===== config.mk =====
export PLATFORM = sky130hd
export DESIGN_NAME = bcd_scan_display_flat
export DESIGN_NICKNAME = d
export VERILOG_FILES = /design/src/rtl/bcd_scan_display_if.sv /design/src/rtl/bcd_scan_display.sv /design/src/flat_wrapper.sv
export SDC_FILE = /design/constraint.sdc
export NUM_CORES = 1
export LEC_CHECK = 0
export CAP_MARGIN = 25
export CORE_UTILIZATION = 40
export DETAILED_ROUTE_END_ITERATION = 7
export DONT_BUFFER_PORTS = 1
export PLACE_DENSITY = 0.6
export SLEW_MARGIN = 0
export SYNTH_ARGS = -nofsm -noshare
export SYNTH_HDL_FRONTEND = slang
export SYNTH_SLANG_ARGS = --single-unit

===== constraint.sdc =====
create_clock -name CP -period 2.8 [get_ports CP]
set_input_delay 0.56 -clock CP [delete_from_list [all_inputs] [get_ports CP]]
set_output_delay 0.56 -clock CP [all_outputs]
set_load 0.02 [all_outputs]

===== src/rtl/bcd_scan_display_if.sv =====
// bcd_scan_display_if: the bus between the BCD time counters and the
// multiplexed 7-segment scanner.
//   Disp_EN                  display enable (1 = on)
//   Hour_H/L, Min_H/L, Sec_H/L  BCD time digits, tens/units
//   AN[5:0]                  digit enables, active-low, AN[0] = leftmost (Hour_H)
//   SEG[6:0]                 segments {g,f,e,d,c,b,a}, active-low
//   DP                       decimal point, active-low
// Modports: master = counter/board side, slave = scanner.
interface bcd_scan_display_if;
  logic       Disp_EN;
  logic [3:0] Hour_H;
  logic [3:0] Hour_L;
  logic [3:0] Min_H;
  logic [3:0] Min_L;
  logic [3:0] Sec_H;
  logic [3:0] Sec_L;
  logic [5:0] AN;
  logic [6:0] SEG;
  logic       DP;

  modport master (
    output Disp_EN, Hour_H, Hour_L, Min_H, Min_L, Sec_H, Sec_L,
    input  AN, SEG, DP
  );

  modport slave (
    input  Disp_EN, Hour_H, Hour_L, Min_H, Min_L, Sec_H, Sec_L,
    output AN, SEG, DP
  );
endinterface


===== src/rtl/bcd_scan_display.sv =====
// bcd_scan_display: scans six BCD time digits onto a 6-digit common-anode
// multiplexed 7-segment display, one digit per scan slot of CLK_DIV cycles.
// Ports:
//   CP   system clock
//   CR   synchronous reset, active-high
//   bus  bcd_scan_display_if.slave (digits + Disp_EN in, AN/SEG/DP out)
// Parameters:
//   CLK_DIV  CP cycles per scan slot (2..2^20)
// Optional build macro:
//   COLON_BLINK_EN  separators on slots 1 and 3 blink with Sec_L[0]
// All outputs are registered; a frame snapshot of the digits is taken when the
// slot index wraps 5->0 so a frame never mixes values from two counter states.
module bcd_scan_display #(
  parameter int unsigned CLK_DIV = 50000
) (
  input logic                CP,
  input logic                CR,
  bcd_scan_display_if.slave  bus
);

  localparam int unsigned PW = (CLK_DIV > 1) ? $clog2(CLK_DIV) : 1;
  localparam logic [PW-1:0] PRESC_MAX = PW'(CLK_DIV - 1);

  logic [PW-1:0] r_presc;
  logic [2:0]    r_idx;
  logic [23:0]   r_snap;
  logic [5:0]    r_an;
  logic [6:0]    r_seg;
  logic          r_dp;

  logic        w_tick;
  logic        w_wrap;
  logic [2:0]  w_next_idx;
  logic [23:0] w_live;
  logic [23:0] w_frame;
  logic [3:0]  w_digit;
  logic [6:0]  w_seg;
  logic        w_dp;

  assign w_tick     = (r_presc == PRESC_MAX);
  assign w_wrap     = (r_idx == 3'd5);
  assign w_next_idx = w_wrap ? 3'd0 : r_idx + 3'd1;
  assign w_live     = {bus.Hour_H, bus.Hour_L, bus.Min_H, bus.Min_L, bus.Sec_H, bus.Sec_L};
  // Slot 0 is loaded on the same edge as the snapshot, so it must see the
  // value being captured rather than the previous frame's snapshot.
  assign w_frame    = w_wrap ? w_live : r_snap;

  always_comb begin
    w_digit = 4'd0;
    unique case (w_next_idx)
      3'd0:    w_digit = w_frame[23:20];
      3'd1:    w_digit = w_frame[19:16];
      3'd2:    w_digit = w_frame[15:12];
      3'd3:    w_digit = w_frame[11:8];
      3'd4:    w_digit = w_frame[7:4];
      3'd5:    w_digit = w_frame[3:0];
      default: w_digit = 4'd0;
    endcase
  end

  always_comb begin
    w_seg = 7'h3F;  // '-' flags a non-BCD digit from upstream
    case (w_digit)
      4'd0:    w_seg = 7'h40;
      4'd1:    w_seg = 7'h79;
      4'd2:    w_seg = 7'h24;
      4'd3:    w_seg = 7'h30;
      4'd4:    w_seg = 7'h19;
      4'd5:    w_seg = 7'h12;
      4'd6:    w_seg = 7'h02;
      4'd7:    w_seg = 7'h78;
      4'd8:    w_seg = 7'h00;
      4'd9:    w_seg = 7'h10;
      default: w_seg = 7'h3F;
    endcase
  end

  always_comb begin
    w_dp = 1'b1;
    if (w_next_idx == 3'd1 || w_next_idx == 3'd3) begin
`ifdef COLON_BLINK_EN
      w_dp = w_frame[0];  // dark on odd seconds
`else
      w_dp = 1'b0;
`endif
    end
  end

  always_ff @(posedge CP) begin
    if (CR) begin
      r_presc <= '0;
      r_idx   <= 3'd5;
      r_snap  <= '0;
      r_an    <= 6'h3F;
      r_seg   <= 7'h7F;
      r_dp    <= 1'b1;
    end else begin
      r_presc <= w_tick ? '0 : r_presc + 1'b1;
      if (w_tick) begin
        r_idx <= w_next_idx;
        if (w_wrap) begin
          r_snap <= w_live;
        end
        if (bus.Disp_EN) begin
          r_an  <= ~(6'b000001 << w_next_idx);
          r_seg <= w_seg;
          r_dp  <= w_dp;
        end else begin
          r_an  <= 6'h3F;
          r_seg <= 7'h7F;
          r_dp  <= 1'b1;
        end
      end
    end
  end

  assign bus.AN  = r_an;
  assign bus.SEG = r_seg;
  assign bus.DP  = r_dp;

endmodule


===== src/flat_wrapper.sv =====
// flat-port wrapper written by rule: the top's interface ports become plain ports
module bcd_scan_display_flat 
#(
  parameter int unsigned CLK_DIV = 50000
)
  (CP, CR, bus_Disp_EN, bus_Hour_H, bus_Hour_L, bus_Min_H, bus_Min_L, bus_Sec_H, bus_Sec_L, bus_AN, bus_SEG, bus_DP);
  bcd_scan_display_if bus_i ();
  input logic CP;
  input logic CR;
  input wire logic [$bits(bus_i.Disp_EN)-1:0] bus_Disp_EN;
  input wire logic [$bits(bus_i.Hour_H)-1:0] bus_Hour_H;
  input wire logic [$bits(bus_i.Hour_L)-1:0] bus_Hour_L;
  input wire logic [$bits(bus_i.Min_H)-1:0] bus_Min_H;
  input wire logic [$bits(bus_i.Min_L)-1:0] bus_Min_L;
  input wire logic [$bits(bus_i.Sec_H)-1:0] bus_Sec_H;
  input wire logic [$bits(bus_i.Sec_L)-1:0] bus_Sec_L;
  output wire logic [$bits(bus_i.AN)-1:0] bus_AN;
  output wire logic [$bits(bus_i.SEG)-1:0] bus_SEG;
  output wire logic [$bits(bus_i.DP)-1:0] bus_DP;
  assign bus_i.Disp_EN = bus_Disp_EN;
  assign bus_i.Hour_H = bus_Hour_H;
  assign bus_i.Hour_L = bus_Hour_L;
  assign bus_i.Min_H = bus_Min_H;
  assign bus_i.Min_L = bus_Min_L;
  assign bus_i.Sec_H = bus_Sec_H;
  assign bus_i.Sec_L = bus_Sec_L;
  assign bus_AN = bus_i.AN;
  assign bus_SEG = bus_i.SEG;
  assign bus_DP = bus_i.DP;
  bcd_scan_display #(.CLK_DIV(CLK_DIV)) u_core (.CP(CP), .CR(CR), .bus(bus_i));
endmodule

==> flow_results.xml <==
<?xml version="1.0" encoding="UTF-8"?>
<metrics>
  <group name="pwr">
    <metric name="p_leak" unit="uW">0.00107</metric>
    <metric name="vdd_ir_drop_max" unit="mV">0.332</metric>
    <metric name="fraction_of_power_consumed_by_sequential_logic" unit="%">48.6</metric>
    <metric name="power_density_over_cell_area" unit="mW/mm^2">578</metric>
    <metric name="swShare" unit="%">20.9</metric>
    <metric name="clockPowerShare" unit="%">49.0</metric>
    <metric name="power.switching" unit="uW">351</metric>
    <metric name="comb_power_share" unit="%">2.4</metric>
    <metric name="internal_power" unit="uW">1330</metric>
  </group>
  <group name="die">
    <metric name="die_height" unit="um">82.7</metric>
    <metric name="placement_rows" unit="">29</metric>
    <metric name="initial_utilization" unit="%">41.2</metric>
    <metric name="ios" unit="">41</metric>
    <metric name="floorplan.core_area" unit="sq mm">0.00631</metric>
    <metric name="die_width" unit="um">82.7</metric>
    <metric name="design.die.area" unit="sq mm">0.00684</metric>
  </group>
  <group name="synth">
    <metric name="ys.flop_type" unit="">sky130_fd_sc_hd__dfxtp_1</metric>
    <metric name="synth.most_common_cell" unit="">sky130_fd_sc_hd__nand2_1</metric>
    <metric name="synth_area" unit="sq mm">0.00260</metric>
    <metric name="post-synth-top-area-cell" unit="">sky130_fd_sc_hd__dfxtp_1</metric>
    <metric name="synth.top_cells.by_count" unit="">sky130_fd_sc_hd__nand2_1, sky130_fd_sc_hd__dfxtp_1, sky130_fd_sc_hd__a21oi_1</metric>
    <metric name="post_synth_net_total" unit="">351</metric>
    <metric name="syn-mean-instance-area" unit="sq um">8.19</metric>
    <metric name="ys_async_sr_fraction" unit="%">0</metric>
    <metric name="biggest_area_contributors_in_the_synthesized_netlist" unit="">sky130_fd_sc_hd__dfxtp_1, sky130_fd_sc_hd__nand2_1, sky130_fd_sc_hd__a21oi_1</metric>
    <metric name="synthDistinctLibCells" unit="">42</metric>
    <metric name="synth-edff-count" unit="">0</metric>
    <metric name="number_of_standard_cells_after_synthesis" unit="">318</metric>
    <metric name="ys.warnings.count" unit="">0</metric>
    <metric name="synth_top_cell_area_share" unit="%">43.8</metric>
    <metric name="flop_and_latch_count_out_of_synthesis" unit="">57</metric>
    <metric name="ys_seq_area_share" unit="%">43.8</metric>
  </group>
  <group name="layout">
    <metric name="area_growth_syn_to_layout" unit="%">11.8</metric>
    <metric name="final-instance-count-excl-fill" unit="">399</metric>
    <metric name="num_antenna_cells" unit="">0</metric>
    <metric name="layout-drive-gt1-share" unit="%">10.6</metric>
    <metric name="post-route-cell-area" unit="sq mm">0.00291</metric>
    <metric name="num-nets-final" unit="">351</metric>
  </group>
  <group name="grt">
    <metric name="grt_pass1_vias" unit="">1960</metric>
    <metric name="grt_first_pass_wirelength" unit="um">8940</metric>
    <metric name="grt_max_degree" unit="">29</metric>
    <metric name="grt_use_total" unit="%">18.0</metric>
    <metric name="antenna_found_initial" unit="">0</metric>
    <metric name="gr-total-overflow" unit="">0</metric>
  </group>
  <group name="sta">
    <metric name="relSlewSlack" unit="%">68.4</metric>
    <metric name="skew" unit="ns">0.00871</metric>
    <metric name="finalWorstSetupSlack" unit="ns">0.300</metric>
    <metric name="fin_crit_sh" unit="%">89.3</metric>
    <metric name="final-setup-viol-count" unit="">0</metric>
    <metric name="post-route-min-period" unit="ns">2.50</metric>
    <metric name="final-max-slew-violation-count" unit="">0</metric>
    <metric name="finalHoldViolations" unit="">0</metric>
    <metric name="final.setup.tns" unit="ns">0</metric>
    <metric name="worst-slew-pin-transition" unit="ns">0.474</metric>
    <metric name="hold_slack" unit="ns">0.289</metric>
    <metric name="maxClockFrequency" unit="MHz">400</metric>
    <metric name="rsz_0062_raised_after_global_routing" unit="">no</metric>
  </group>
  <group name="critical_path">
    <metric name="crit_path_start" unit="">u_core.r_presc[11]</metric>
    <metric name="worst_r2r_startpoint" unit="">u_core.r_presc[11]</metric>
    <metric name="worst_setup_end_kind" unit="">flop</metric>
    <metric name="critical_path.startpoint_type" unit="">flop</metric>
    <metric name="r2r_slack" unit="ns">0.30</metric>
    <metric name="kind_of_critical_path" unit="">flop to flop</metric>
    <metric name="reg2regPathDepth" unit="">5</metric>
    <metric name="crit_arrival" unit="ns">2.71</metric>
    <metric name="r2r_end" unit="">u_core.bus.SEG[3]</metric>
    <metric name="cp.required" unit="ns">3.01</metric>
    <metric name="critPathMaxFanout" unit="">6</metric>
  </group>
  <group name="clocking">
    <metric name="post_cts_resize_count" unit="">0</metric>
    <metric name="cts_max_level" unit="">3</metric>
    <metric name="postCtsSetupBuffers" unit="">0</metric>
    <metric name="cts_buf_count" unit="">9</metric>
    <metric name="cts_max_path_buffers" unit="">2</metric>
    <metric name="tritoncts" unit="">done</metric>
    <metric name="cts_root_buffer" unit="">sky130_fd_sc_hd__clkbuf_8</metric>
    <metric name="hold_buffers" unit="">0</metric>
    <metric name="cts_sinks" unit="">57</metric>
    <metric name="clkSlewWorstSetupHoldPaths" unit="ns">0.07</metric>
    <metric name="worstSkewPairLatency" unit="ns">0.34</metric>
  </group>
  <group name="place">
    <metric name="post_dp_cell_area" unit="sq mm">0.00270</metric>
    <metric name="post-dp-hpwl" unit="um">3850</metric>
    <metric name="place.detailed.instances" unit="">384</metric>
    <metric name="placement.io_buffers" unit="">0</metric>
    <metric name="routabilityCongestion" unit="">0.807</metric>
    <metric name="dp_slack" unit="ns">0.333</metric>
  </group>
  <group name="routing">
    <metric name="routed-via-count" unit="">2097</metric>
    <metric name="total_wirelength" unit="um">5530</metric>
    <metric name="antenna_left" unit="">0</metric>
    <metric name="drt_first_pass_iters" unit="">4</metric>
    <metric name="drt-vias-per-instance" unit="">5.26</metric>
    <metric name="route.detailed.drc" unit="">0</metric>
    <metric name="initialDrtViolationCount" unit="">77</metric>
    <metric name="routedWlPerCell" unit="um">13.9</metric>
  </group>
  <group name="hold_path">
    <metric name="worstHoldStart" unit="">CR</metric>
    <metric name="worst_case_hold_path_end_point" unit="">u_core.r_snap[2]</metric>
    <metric name="timing.hold.worst_path_depth" unit="">1</metric>
    <metric name="min-delay-path-class" unit="">input pin to flop</metric>
  </group>
  <group name="outcome">
    <metric name="outcome" unit="">completed</metric>
  </group>
  <group name="run">
    <metric name="max-cap-violations" unit="">0</metric>
  </group>
</metrics>
## worst max-delay path, cell delays in order, from the launching register on
cell and delay (ns):
sky130_fd_sc_hd__dfxtp_1 0.33, sky130_fd_sc_hd__or4_1 0.60, sky130_fd_sc_hd__or4_4 0.55, sky130_fd_sc_hd__or3_1 0.44
sky130_fd_sc_hd__a2111oi_0 0.37, sky130_fd_sc_hd__nor3_1 0.07
## how the worst max path moves through the flow
stage	endpoint	cells past startpoint
after global routing	u_core.bus.SEG[0]	5
after CTS	u_core.bus.SEG[0]	5
after floorplan	u_core.bus.SEG[0]	6
final	u_core.bus.SEG[3]	5
after detailed placement	u_core.bus.SEG[0]	5
after global placement	u_core.bus.SEG[2]	5
## routing by layer
| metal | up-vias | global-route usage (%) | part of all wire, % |
|---|---|---|---|
| met3 | 7 | 7.25 | 4.9 |
| li1 | 1088 | - | - |
| met5 | - | 0 | 0 |
| met2 | 36 | 27.0 | 44 |
| met4 | 0 | 7.07 | 1.6 |
| met1 | 966 | 22.8 | 50 |
## area by class of cell
class / count / area [sq um]
Timing Repair Buffer: 8 / 60.1
Clock inverter: 2 / 35.0
Tap cell: 77 / 96.3
Inverter: 10 / 37.5
Fill cell: 649 / 3400
Multi-Input combinational cell: 232 / 1360
Sequential cell: 57 / 1140
Clock buffer: 13 / 179
## power by group through the flow
stage               sequential, uW  combinational [uW]  clock (uW)
finish                         818                39.6         824
global route                   817                45.0         884
CTS                            817                40.0         850
detailed placement             836                39.8           0
global placement               836                39.7           0
floorplan                      835                35.5           0
## metrics by stage
step                utilization, %  total power (uW)
finish                        46.1              1680
global route                  46.1              1750
CTS                           46.1              1710
detailed placement            42.7               876
global placement              42.7               875
floorplan                        -               871
## registers in the layout, summed over array words and instances (netlist names)
name	count
u_core.bus.SEG	7
u_core.r_idx	3
u_core.r_snap	24
u_core.bus.DP	1
u_core.r_presc	16
u_core.bus.AN	6
## kinds of logic after synthesis
logic type                 synth area share (%)
muxes                                      5.57
DFF                                        43.8
xor gates and xnor gates                   4.04
AOI/OAI and AO/OA                          13.7
buffers and inverters                      4.37
adders and majority gates                  2.88
and+or+nand+nor                            25.6
## cell usage in the layout, fill, tap and decap left out, drive strengths merged, types with 2 or more instances in the layout
master   netlist  routed
a22oi          3       3
nor4           2       2
and4           2       2
a2111oi        3       3
and3           4       4
xor2           3       3
xnor2          9       9
nand3         11      11
inv           10      10
nor2          26      26
nand4          5       5
buf            5       8
and2           3       3
ha             6       6
o21ai         10      10
clkbuf        14      13
nand2         67      67
or4            2       2
a21boi         2       2
mux2i         10      10
nor3           8       8
dfxtp         57      57
nor2b          4       4
a221o          3       3
mux2           4       4
a21oi         31      31
or3            5       5
Note: power is estimated with default switching activity, not from simulation.
